==> src/rtl/sel_key_ctrl.sv <==
// Debounced key toggle controller: drives the registered 2:1 mux select and a per-press strobe.
// Optional long-hold clear of the select is enabled by defining SEL_HOLD_CLR_EN.
module sel_key_ctrl #(
  parameter logic [19:0] CNT_MAX  = 20'd999_999,
  parameter logic [26:0] HOLD_MAX = 27'd99_999_999
) (
  input  logic sys_clk,
  input  logic sys_rst_n,
  input  logic key_in,
  output logic sel,
  output logic key_flag
);

  localparam int CW_RAW = $clog2(32'(CNT_MAX) + 32'd1);
  localparam int CW     = (CW_RAW < 1) ? 1 : CW_RAW;
  localparam logic [CW-1:0] CNT_LIM = CNT_MAX[CW-1:0];

  typedef enum logic [1:0] {
    IDLE       = 2'd0,
    PRESS_FILT = 2'd1,
    DOWN       = 2'd2,
    REL_FILT   = 2'd3
  } state_t;

  state_t          state_q;
  logic [CW-1:0]   cnt_q;
  logic [1:0]      sync_q;
  logic            sel_q;
  logic            flag_q;
  logic            key_s;

  // A zero hold threshold would clear the select one cycle after every accept.
  if (HOLD_MAX == 27'd0) begin : g_hold_chk
    $error("sel_key_ctrl: HOLD_MAX must be non-zero");
  end

`ifdef SEL_HOLD_CLR_EN
  localparam int HW_RAW = $clog2(32'(HOLD_MAX) + 32'd1);
  localparam int HW     = (HW_RAW < 1) ? 1 : HW_RAW;
  localparam logic [HW-1:0] HOLD_LIM = HOLD_MAX[HW-1:0];

  logic [HW-1:0] hold_q;
  logic          hold_done_q;
`endif

  assign key_s    = sync_q[1];
  assign sel      = sel_q;
  assign key_flag = flag_q;

  // Two-flop synchroniser for the asynchronous key; resets to the released level.
  always_ff @(posedge sys_clk or negedge sys_rst_n) begin
    if (!sys_rst_n) begin
      sync_q <= 2'b11;
    end else begin
      sync_q <= {sync_q[0], key_in};
    end
  end

  // Debounce FSM with registered select and strobe outputs.
  always_ff @(posedge sys_clk or negedge sys_rst_n) begin
    if (!sys_rst_n) begin
      state_q     <= IDLE;
      cnt_q       <= '0;
      sel_q       <= 1'b0;
      flag_q      <= 1'b0;
`ifdef SEL_HOLD_CLR_EN
      hold_q      <= '0;
      hold_done_q <= 1'b0;
`endif
    end else begin
      flag_q <= 1'b0;
      case (state_q)
        IDLE: begin
          if (!key_s) begin
            state_q <= PRESS_FILT;
            cnt_q   <= '0;
          end
        end
        PRESS_FILT: begin
          if (key_s) begin
            state_q <= IDLE;
            cnt_q   <= '0;
          end else if (cnt_q < CNT_LIM) begin
            cnt_q <= cnt_q + CW'(1);
          end else begin
            state_q <= DOWN;
            flag_q  <= 1'b1;
            sel_q   <= ~sel_q;
            cnt_q   <= '0;
`ifdef SEL_HOLD_CLR_EN
            hold_q      <= '0;
            hold_done_q <= 1'b0;
`endif
          end
        end
        DOWN: begin
          if (key_s) begin
            state_q <= REL_FILT;
            cnt_q   <= '0;
          end
`ifdef SEL_HOLD_CLR_EN
          // Hold clear fires once, on the cycle after the count saturates.
          else if (hold_q < HOLD_LIM) begin
            hold_q <= hold_q + HW'(1);
          end else if (!hold_done_q) begin
            sel_q       <= 1'b0;
            hold_done_q <= 1'b1;
          end
`endif
        end
        REL_FILT: begin
          if (!key_s) begin
            state_q <= DOWN;
            cnt_q   <= '0;
`ifdef SEL_HOLD_CLR_EN
            hold_q  <= '0;
`endif
          end else if (cnt_q < CNT_LIM) begin
            cnt_q <= cnt_q + CW'(1);
          end else begin
            state_q <= IDLE;
            cnt_q   <= '0;
          end
        end
        default: begin
          state_q <= IDLE;
          cnt_q   <= '0;
        end
      endcase
    end
  end

endmodule

==> config.mk <==
export PLATFORM = sky130hd
export DESIGN_NAME = sel_key_ctrl
export DESIGN_NICKNAME = d
export VERILOG_FILES = /design/src/rtl/sel_key_ctrl.sv
export SDC_FILE = /design/constraint.sdc
export NUM_CORES = 1
export LEC_CHECK = 0
export ABC_AREA = 1
export CAP_MARGIN = 20
export CORE_MARGIN = 1
export CORE_UTILIZATION = 60
export CTS_CLUSTER_SIZE = 20
export DETAILED_ROUTE_END_ITERATION = 16
export HOLD_SLACK_MARGIN = 0.02
export PLACE_DENSITY = 0.77
export SYNTH_ARGS = -nofsm -noshare
export SYNTH_HDL_FRONTEND = slang
export SYNTH_SLANG_ARGS = --single-unit
==> constraint.sdc <==
create_clock -name sys_clk -period 2.4 [get_ports sys_clk]
set_input_delay 0.36 -clock sys_clk [delete_from_list [all_inputs] [get_ports sys_clk]]
set_output_delay 0.36 -clock sys_clk [all_outputs]
set_load 0.005 [all_outputs]
-- Word-level counts from Yosys, hierarchy flattened
Cells that the tools add are included.
- equality and inequality tests: 7
- magnitude comparators: 1
- bitwise logic cells: 3
- multiplexer cells: 16
- reduce and logical (&&, ||, !) cells: 4
- $add $sub $neg: 1
- operator list (kind ; count):
    $mux W20 ; 5
    $pmux W20 S4 ; 1
    $add A20 B1 Y20 const B ; 1
    $lt A20 B20 Y1 const B ; 1
    $mux W2 ; 6
    $pmux W2 S4 ; 1
    $ne A3 B3 Y1 const B ; 2
    $eq A2 B2 Y1 const B ; 2
    $ne A2 B2 Y1 const B ; 2
    $reduce_and A4 Y1 ; 1
    $mux W1 ; 3
    $not A1 Y1 ; 3
    $reduce_and A3 Y1 ; 1
    $eq A2 B1 Y1 const B ; 1
    $logic_not A2 Y1 ; 1
    $reduce_and A2 Y1 ; 1
- output and inout bits: 2
- bits in registers: 26

-- Longest topological paths before layout
Gate-level depths: netlist of run 1.
- depth in word-level cells: 4
- gate-level depth with buffers: 9

-- Worst setup path after synthesis of run 1
No wires, ideal clock.
- kind: register to register
- start point: reg cnt_q[0]
- end point: reg (tool-made name)
- required time: 2.283 ns
- stages on the path, launching flop included: 9
- slack: 0.964 ns
- setup time: 0.117 ns
- data arrival time: 1.320 ns
- clock period less this slack: 1.436 ns
- cells stage by stage: dfrtp_1 -> ha_1 -> nand3_1 -> inv_1 -> nand3_2 -> nand4_4 -> buf_12 -> nand3_2 -> nand2_1
- RTL lines (what ; line ; source):
    from (decl) ; 26 ; logic [CW-1:0] cnt_q;
    from (signal assigned) ; 84 ; cnt_q <= cnt_q + CW'(1);
    from (signal assigned) ; 119 ; cnt_q <= cnt_q + CW'(1);

-- Final worst setup path of run 1
- start point: reg cnt_q[0]
- end point: reg cnt_q[10]
- longest elaborated chain between the ends: 4
- elaborated cells between the ends (all ways): 6
- classes of those cells: 1 x add/sub; 1 x order compare; 4 x mux
- RTL lines (what ; line ; source):
    $add A20 B1 Y20 or $lt A20 B20 Y1 (tied branches) ; -- ;
    $mux W20 * ; 83, 118 ;
    $mux W20, on equally long branches ; 112, 80 ;
    $pmux W20 S4 * ; 72 ; case (state_q)
Mark *: on every way between the ends. The rest lies on a longest branch, timed or not.
A chain may end at the register's enable or synchronous reset.

==> flow_summary_export.csv, run 1 <==
group,metric,value,unit
synthesis,synth_cells,208,
timing,final-hold-violation-count,0,
placement,placement.io_buffers,4,
floorplanning,floorplan.core_area,2540,sq um
clock_tree,clkLatencyLatePin,0.33,ns
worst_setup_path,r2r_end,"cnt_q[10]",
worst_setup_path,reg2reg_from,"cnt_q[0]",
clock_tree,clk_path_buf_depth,2,
timing,rsz0062_at_grt,"no",
synthesis,seq_area_frac_synth,0.391,
clock_tree,path_clk_slew,0.15,ns
timing,max_slew_margin,0.668,
drt,dr.first_iter.drc_count,40,
synthesis,syn_avg_cell_area,8.03,sq um
drt,wl,3.28,mm
drt,post_route_drc_violation_count,0,
worst_setup_path,timing.critical_path.required,2.66,ns
drt,postRouteAntennaNets,0,
synthesis,synth_commonest_cells,"sky130_fd_sc_hd__nand2_1, sky130_fd_sc_hd__dfrtp_1, sky130_fd_sc_hd__nor2_1",
worst_setup_path,path_max_fanout,22,
synthesis,yosys_register_bits,26,
outcome,run_status,"completed",
worst_setup_path,critical-path-slowest-cell,"sky130_fd_sc_hd__dfrtp_1",
power,leakage,0.734,nW
placement,placed_cell_area,1720,sq um
layout,diodes,0,
layout,share_of_cells_above_drive_strength_1,0.229,
floorplanning,die_height,54.8,microns
clock_tree,cts_setup_buffers,0,
drt,detail_route.vias_per_cell,5.45,
clock_tree,tritoncts_clock_tree,"built",
global_route,first_global_vias,1200,
synthesis,number_of_nets_in_the_synthesized_netlist,212,
timing,timing.final.setup_violations,0,
synthesis,syn-cell-area,1670,sq um
global_route,grt_max_degree,27,
worst_setup_path,critPathMaxStageDelay,0.44,ns
timing,fin_setup_tns,0,ns
floorplanning,dieWidth,54.8,microns
clock_tree,tritoncts.num_buffers,3,
global_route,grt_antenna_before_repair,0,
global_route,grt_pass1_wl,5.40,mm
worst_setup_path,endpoint_kind,"flop",
power,power.density,653,nW/um^2
worst_setup_path,critical_path_capture_point,"cnt_q[10]",
worst_setup_path,cp_data_arrival_time,2.07,ns
timing,period_share,0.757,
global_route,global_route.usage.total,0.259,
clock_tree,holdBufCountCts,0,
run,max_cap_violations,0,
synthesis,synth_largest_type_area_fraction,0.360,
min_path,hp-class,"in2async",
floorplanning,ios,5,
drt,drt-pass1-iter-count,4,
timing,tightest_slew,0.497,ns
timing,fmaxAchievable,0.550,GHz
global_route,globalRouteOverflowTotal,0,
layout,layout_net_count,219,
power,worst_ir_drop_vdd,0.000577,V
synthesis,async_reset_ff_frac,1.00,
worst_setup_path,worstRegToRegCells,6,
worst_setup_path,kind_of_critical_path,"reg2reg",
synthesis,synth_enable_flop_cells,0,
drt,drt-wirelength-per-cell,13.4,microns
synthesis,top_post_synthesis_cells_by_area,"sky130_fd_sc_hd__dfrtp_1, sky130_fd_sc_hd__nand2_1, sky130_fd_sc_hd__o21ai_2",
synthesis,yosysWarnings,0,
power,total_design_power,1.16,mW
synthesis,yosysTopAreaCell,"sky130_fd_sc_hd__dfrtp_1",
worst_setup_path,crit_path_cell_trace,"ha_1, nand3_1, inv_1, nand3_2, nand4_4, o21ai_0",
worst_setup_path,critPathLaunch,"cnt_q[0]",
worst_setup_path,register_to_register_path_setup_slack,0.58,ns
floorplanning,fp-row-count,18,
drt,vias,1330,
synthesis,netlist-cell-type-count,31,
clock_tree,cts_resized,0,
placement,place.detailed.hpwl,2.42,mm
clock_tree,cts_num_sinks,26,
layout,fin_area,1770,sq um
floorplanning,initial_utilization,0.656,
worst_setup_path,timing.critical_path.from_type,"flop",
floorplanning,dieArea,3000,sq um
clock_tree,clock_tree.root_cell,"sky130_fd_sc_hd__clkbuf_4",
synthesis,postSynth.topFlopCell,"sky130_fd_sc_hd__dfrtp_1",
clock_tree,htreeDepth,1,
placement,globalplace.congestion,0.893,
timing,period_minus_slack,1.82,ns
timing,fin_skew,0.00684,ns
synthesis,yosys.cell_count.top_type,"sky130_fd_sc_hd__nand2_1",
timing,drv_slew,0,
layout,area.growth.synth_to_final,6.07,%
-- through the flow --
| step | util | std cells | setup slack, ns | hold slack (ns) |
|---|---|---|---|---|
| floorplan | - | 208 | 0.964 | 0.0644 |
| global placement | 0.676 | 240 | 0.647 | 0.346 |
| detailed placement | 0.676 | 240 | 0.599 | 0.348 |
| CTS | 0.696 | 244 | 0.574 | 0.368 |
| global route | 0.696 | 244 | 0.377 | 0.376 |
| finish | 0.696 | 244 | 0.583 | 0.367 |
-- cells in the final DEF (no fill, tap or decap), drive strengths merged --
cell / Yosys / final
nand2: 67 / 67
nor2: 31 / 31
inv: 26 / 26
dfrtp: 24 / 24
o21ai: 16 / 16
nand3: 9 / 9
xor2: 7 / 7
o22ai: 7 / 7
clkdlybuf4s50: 0 / 4
nand4: 4 / 4
a21oi: 4 / 4
clkbuf: 0 / 3
xnor2: 2 / 2
dfstp: 2 / 2
or2: 2 / 2
nor3: 1 / 1
o21bai: 1 / 1
a31oi: 1 / 1
ha: 1 / 1
bufinv: 0 / 1
buf: 3 / 1
-- worst max-delay path, delay by kind of cell (launching register included) --
family	cells	cell delay (ns)
simple gates	3	0.67
flops	1	0.44
buf+inv	1	0.11
fa+ha+maj	1	0.23
compound gates	1	0.29
-- sequential cells by signal (all words and copies together) (netlist names), named ones only --
| register | flops |
|---|---|
| cnt_q | 20 |
| key_flag | 1 |
| sel | 1 |
| state_q | 1 |
| sync_q | 2 |
-- how the worst min path moves through the flow --
| stage | endpoint | slack (ns) |
|---|---|---|
| 2_1_floorplan | async pin | 0.06 |
| 3_3_place_gp | sync_q[1] | 0.35 |
| 3_5_place_dp | sync_q[1] | 0.35 |
| 4_1_cts | sync_q[1] | 0.37 |
| 5_1_grt | sync_q[1] | 0.38 |
| 6_report | cnt_q[18] | 0.37 |
-- layout make-up --
class,count,area [sq um]
clock inverters,1,30.0
inverters,26,97.6
multi-input cells,153,883
flip-flops and latches,26,653
well taps,30,37.5
clock buffers,3,22.5
repair buffers,5,47.5
fillers,216,773
-- layer usage --
metal / track usage / share of wire / wire (microns)
met1: 0.348 / 0.47 / 1540
met2: 0.416 / 0.48 / 1560
met3: 0.0250 / 0.035 / 116
met4: 0.115 / 0.017 / 55
met5: 0 / 0 / 0
-- power by group --
| part | leakage [nW] | total [mW] | switching (mW) | internal [mW] |
|---|---|---|---|---|
| registers | 0.351 | 0.518 | 0.0459 | 0.472 |
| clock network | 0.0279 | 0.304 | 0.135 | 0.169 |
| logic | 0.355 | 0.334 | 0.239 | 0.0959 |
| total | 0.734 | 1.16 | 0.420 | 0.737 |
-- kinds of logic after synthesis --
logic type,share of synthesized area
AOI/OAI and AO/OA,0.157
xor gates and xnor gates,0.0472
and+or+nand+nor,0.318
adders and majority gates,0.00749
DFF,0.391
buffers and inverters,0.0801
(Power assumes the default switching activity.)
==> run 2, diff against run 1 <==
CORE_UTILIZATION = 55   (was 60)
PLACE_DENSITY = 0.74   (was 0.77)
clock period = 1.55 ns   (was 2.4 ns; I/O delays follow)
==> run 2 against run 1 <==
The run now ends with DRC left. Critical path depth fell by 1. Register-to-register slack got worse by 0.52 ns. Clock power rose by 52%. Clock skew fell by 0.00072 ns. Power rose by 68%. Core utilization fell by 2.6 points. Sequential power rose by 49%. Critical endpoint unchanged. Fmax rose by 22%. First-iteration DRC count rose by 70%. Largest cell class unchanged. Global-route usage fell by 4.5 points. Final cell count rose by 4.1%. Clock-buffer cell count did not move.
==> flow_summary_export.csv, run 2 (synthesis gave the netlist of run 1 again) <==
group,metric,value,unit
outcome,run_status,"finished with violations",
outcome,failed_checks,"DRC",
global_route,first_global_vias,1220,
global_route,globalRouteOverflowTotal,0,
run,max_cap_violations,0,
layout,share_of_cells_above_drive_strength_1,0.291,
timing,timing.hold.ws,0.260,ns
global_route,grt_pass1_wl,5.40,mm
drt,postRouteAntennaNets,0,
floorplanning,ios,5,
timing,fin_skew,0.00612,ns
clock_tree,htreeDepth,1,
timing,period_share,0.963,
placement,place.detailed.hpwl,2.53,mm
drt,routed-wl-met2,1.62,mm
power,total_design_power,1.94,mW
layout,layout_net_count,228,
floorplanning,floorplan.core_area,2810,sq um
global_route,global_route.usage.total,0.214,
timing,final-hold-violation-count,0,
drt,drt-pass1-iter-count,10,
layout,finalNonFillerCells,254,
layout,area.growth.synth_to_final,12.6,%
floorplanning,fp-row-count,19,
worst_setup_path,timing.critical_path.required,1.80,ns
drt,wl,3.35,mm
timing,fmaxAchievable,0.670,GHz
drt,met3_wirelength,92,microns
drt,wl_met1,1.62,mm
clock_tree,clk_path_buf_depth,2,
worst_setup_path,cp_data_arrival_time,1.74,ns
global_route,grt_max_degree,27,
placement,preCtsSetupSlack,-0.0189,ns
clock_tree,tritoncts_clock_tree,"built",
timing,timing.final.setup_violations,0,
clock_tree,clock_tree.root_cell,"sky130_fd_sc_hd__clkbuf_4",
worst_setup_path,register_to_register_path_setup_slack,0.06,ns
layout,multi_input_comb_area,911,sq um
clock_tree,tritoncts.num_buffers,3,
timing,drv_slew,0,
timing,tightest_slew,0.493,ns
floorplanning,die_height,57.1,microns
clock_tree,cts_num_sinks,26,
floorplanning,dieArea,3260,sq um
floorplanning,initial_utilization,0.595,
placement,placement.io_buffers,4,
drt,maxUsedRoutingLayer,"met4",
timing,max_slew_margin,0.671,
worst_setup_path,path_max_fanout,7,
power,worst_ir_drop_vdd,0.000710,V
clock_tree,clkLatencyLatePin,0.32,ns
worst_setup_path,timing.critical_path.from_type,"flop",
worst_setup_path,r2r_end,"cnt_q[10]",
timing,period_minus_slack,1.49,ns
worst_setup_path,endpoint_kind,"flop",
layout,reg.largest.list,"cnt_q x20, sync_q x2",
drt,detail_route.vias_per_cell,5.28,
layout,regMostFlops,"cnt_q",
power,leakage,0.777,nW
layout,mostFrequentLayoutCells,"sky130_fd_sc_hd__nand2_1, sky130_fd_sc_hd__nor2_1, sky130_fd_sc_hd__dfrtp_1, sky130_fd_sc_hd__inv_1, sky130_fd_sc_hd__o21ai_2",
global_route,grt_antenna_before_repair,0,
drt,dr.first_iter.drc_count,68,
worst_setup_path,kind_of_critical_path,"reg2reg",
timing,worst_setup_margin,0.0581,ns
clock_tree,path_clk_slew,0.14,ns
layout,diodes,0,
drt,drt-wirelength-per-cell,13.2,microns
layout,flip_flop_count_of_the_largest_register_all_copies_and_words_added,20,
drt,vias,1342,
layout,nFillCells,243,
clock_tree,holdBufCountCts,0,
drt,post_route_drc_violation_count,3,
placement,globalplace.congestion,0.923,
min_path,hp-class,"in2async",
worst_setup_path,worstRegToRegCells,5,
power,power.density,1030,nW/um^2
layout,final-seq-area,654,sq um
placement,number_of_placed_cells_counting_well_taps,248,
floorplanning,dieWidth,57.1,microns
timing,rsz0062_at_grt,"yes",
layout,mostFrequentLayoutCell,"sky130_fd_sc_hd__nand2_1",
run 2: critical path, cell delays in order (launching register included):
cell	delay, ns
sky130_fd_sc_hd__dfrtp_1	0.44
sky130_fd_sc_hd__or2_4	0.27
sky130_fd_sc_hd__a21oi_4	0.20
sky130_fd_sc_hd__nand4_4	0.16
sky130_fd_sc_hd__buf_6	0.18
sky130_fd_sc_hd__o21ai_0	0.16
run 2: area by class of cell:
class,instances,share of cell area
clock buffer,3,0.0120
multi-input combinational,153,0.484
clock inverter,1,0.0160
tap,31,0.0206
timing repair buffer,14,0.0672
inverter,26,0.0519
sequential,26,0.348
run 2: worst max-delay path by stage:
stage	startpoint	end	slack [ns]	cells past startpoint
floorplan	cnt_q[0]	flop	0.11	8
global placement	cnt_q[0]	cnt_q[10]	0.06	7
detailed placement	cnt_q[1]	cnt_q[10]	-0.02	7
CTS	cnt_q[1]	cnt_q[10]	0.006	7
global route	cnt_q[1]	sel	-0.03	8
finish	flop	cnt_q[10]	0.06	5
run 2: metrics by stage:
stage                     setup TNS (ns)   util  instance area, sq um
after global placement                 0  0.632                  1770
final                                  0  0.670                  1880
after CTS                              0  0.653                  1830
after detailed placement         -0.0189  0.632                  1770
after global routing             -0.0581  0.670                  1880
after floorplan                        0      -                  1670
run 2: routing by layer:
layer	GRT usage	vias up
met3	0.0204	4
met4	0.0662	0
li1	-	686
met5	0	-
met1	0.308	630
met2	0.341	22
run 2: power breakdown:
group	leakage [nW]	total, mW	internal (mW)	switching (mW)
sequential	0.349	0.772	0.732	0.0404
combinational	0.400	0.707	0.277	0.430
clock	0.0279	0.463	0.261	0.202
total	0.777	1.94	1.27	0.673
run 2: what timing repair did:
item,in CTS,in global routing
pin swaps,0,1
setup endpoints to repair,6,21
cloned,0,0
resized for setup,1,11
buffers inserted,0,2
==> run 3, diff against run 2 <==
CAP_MARGIN = unset   (was 20)
==> results of run 3 <==
Same layout as run 2: the final DEF is identical, and so are final timing and power.
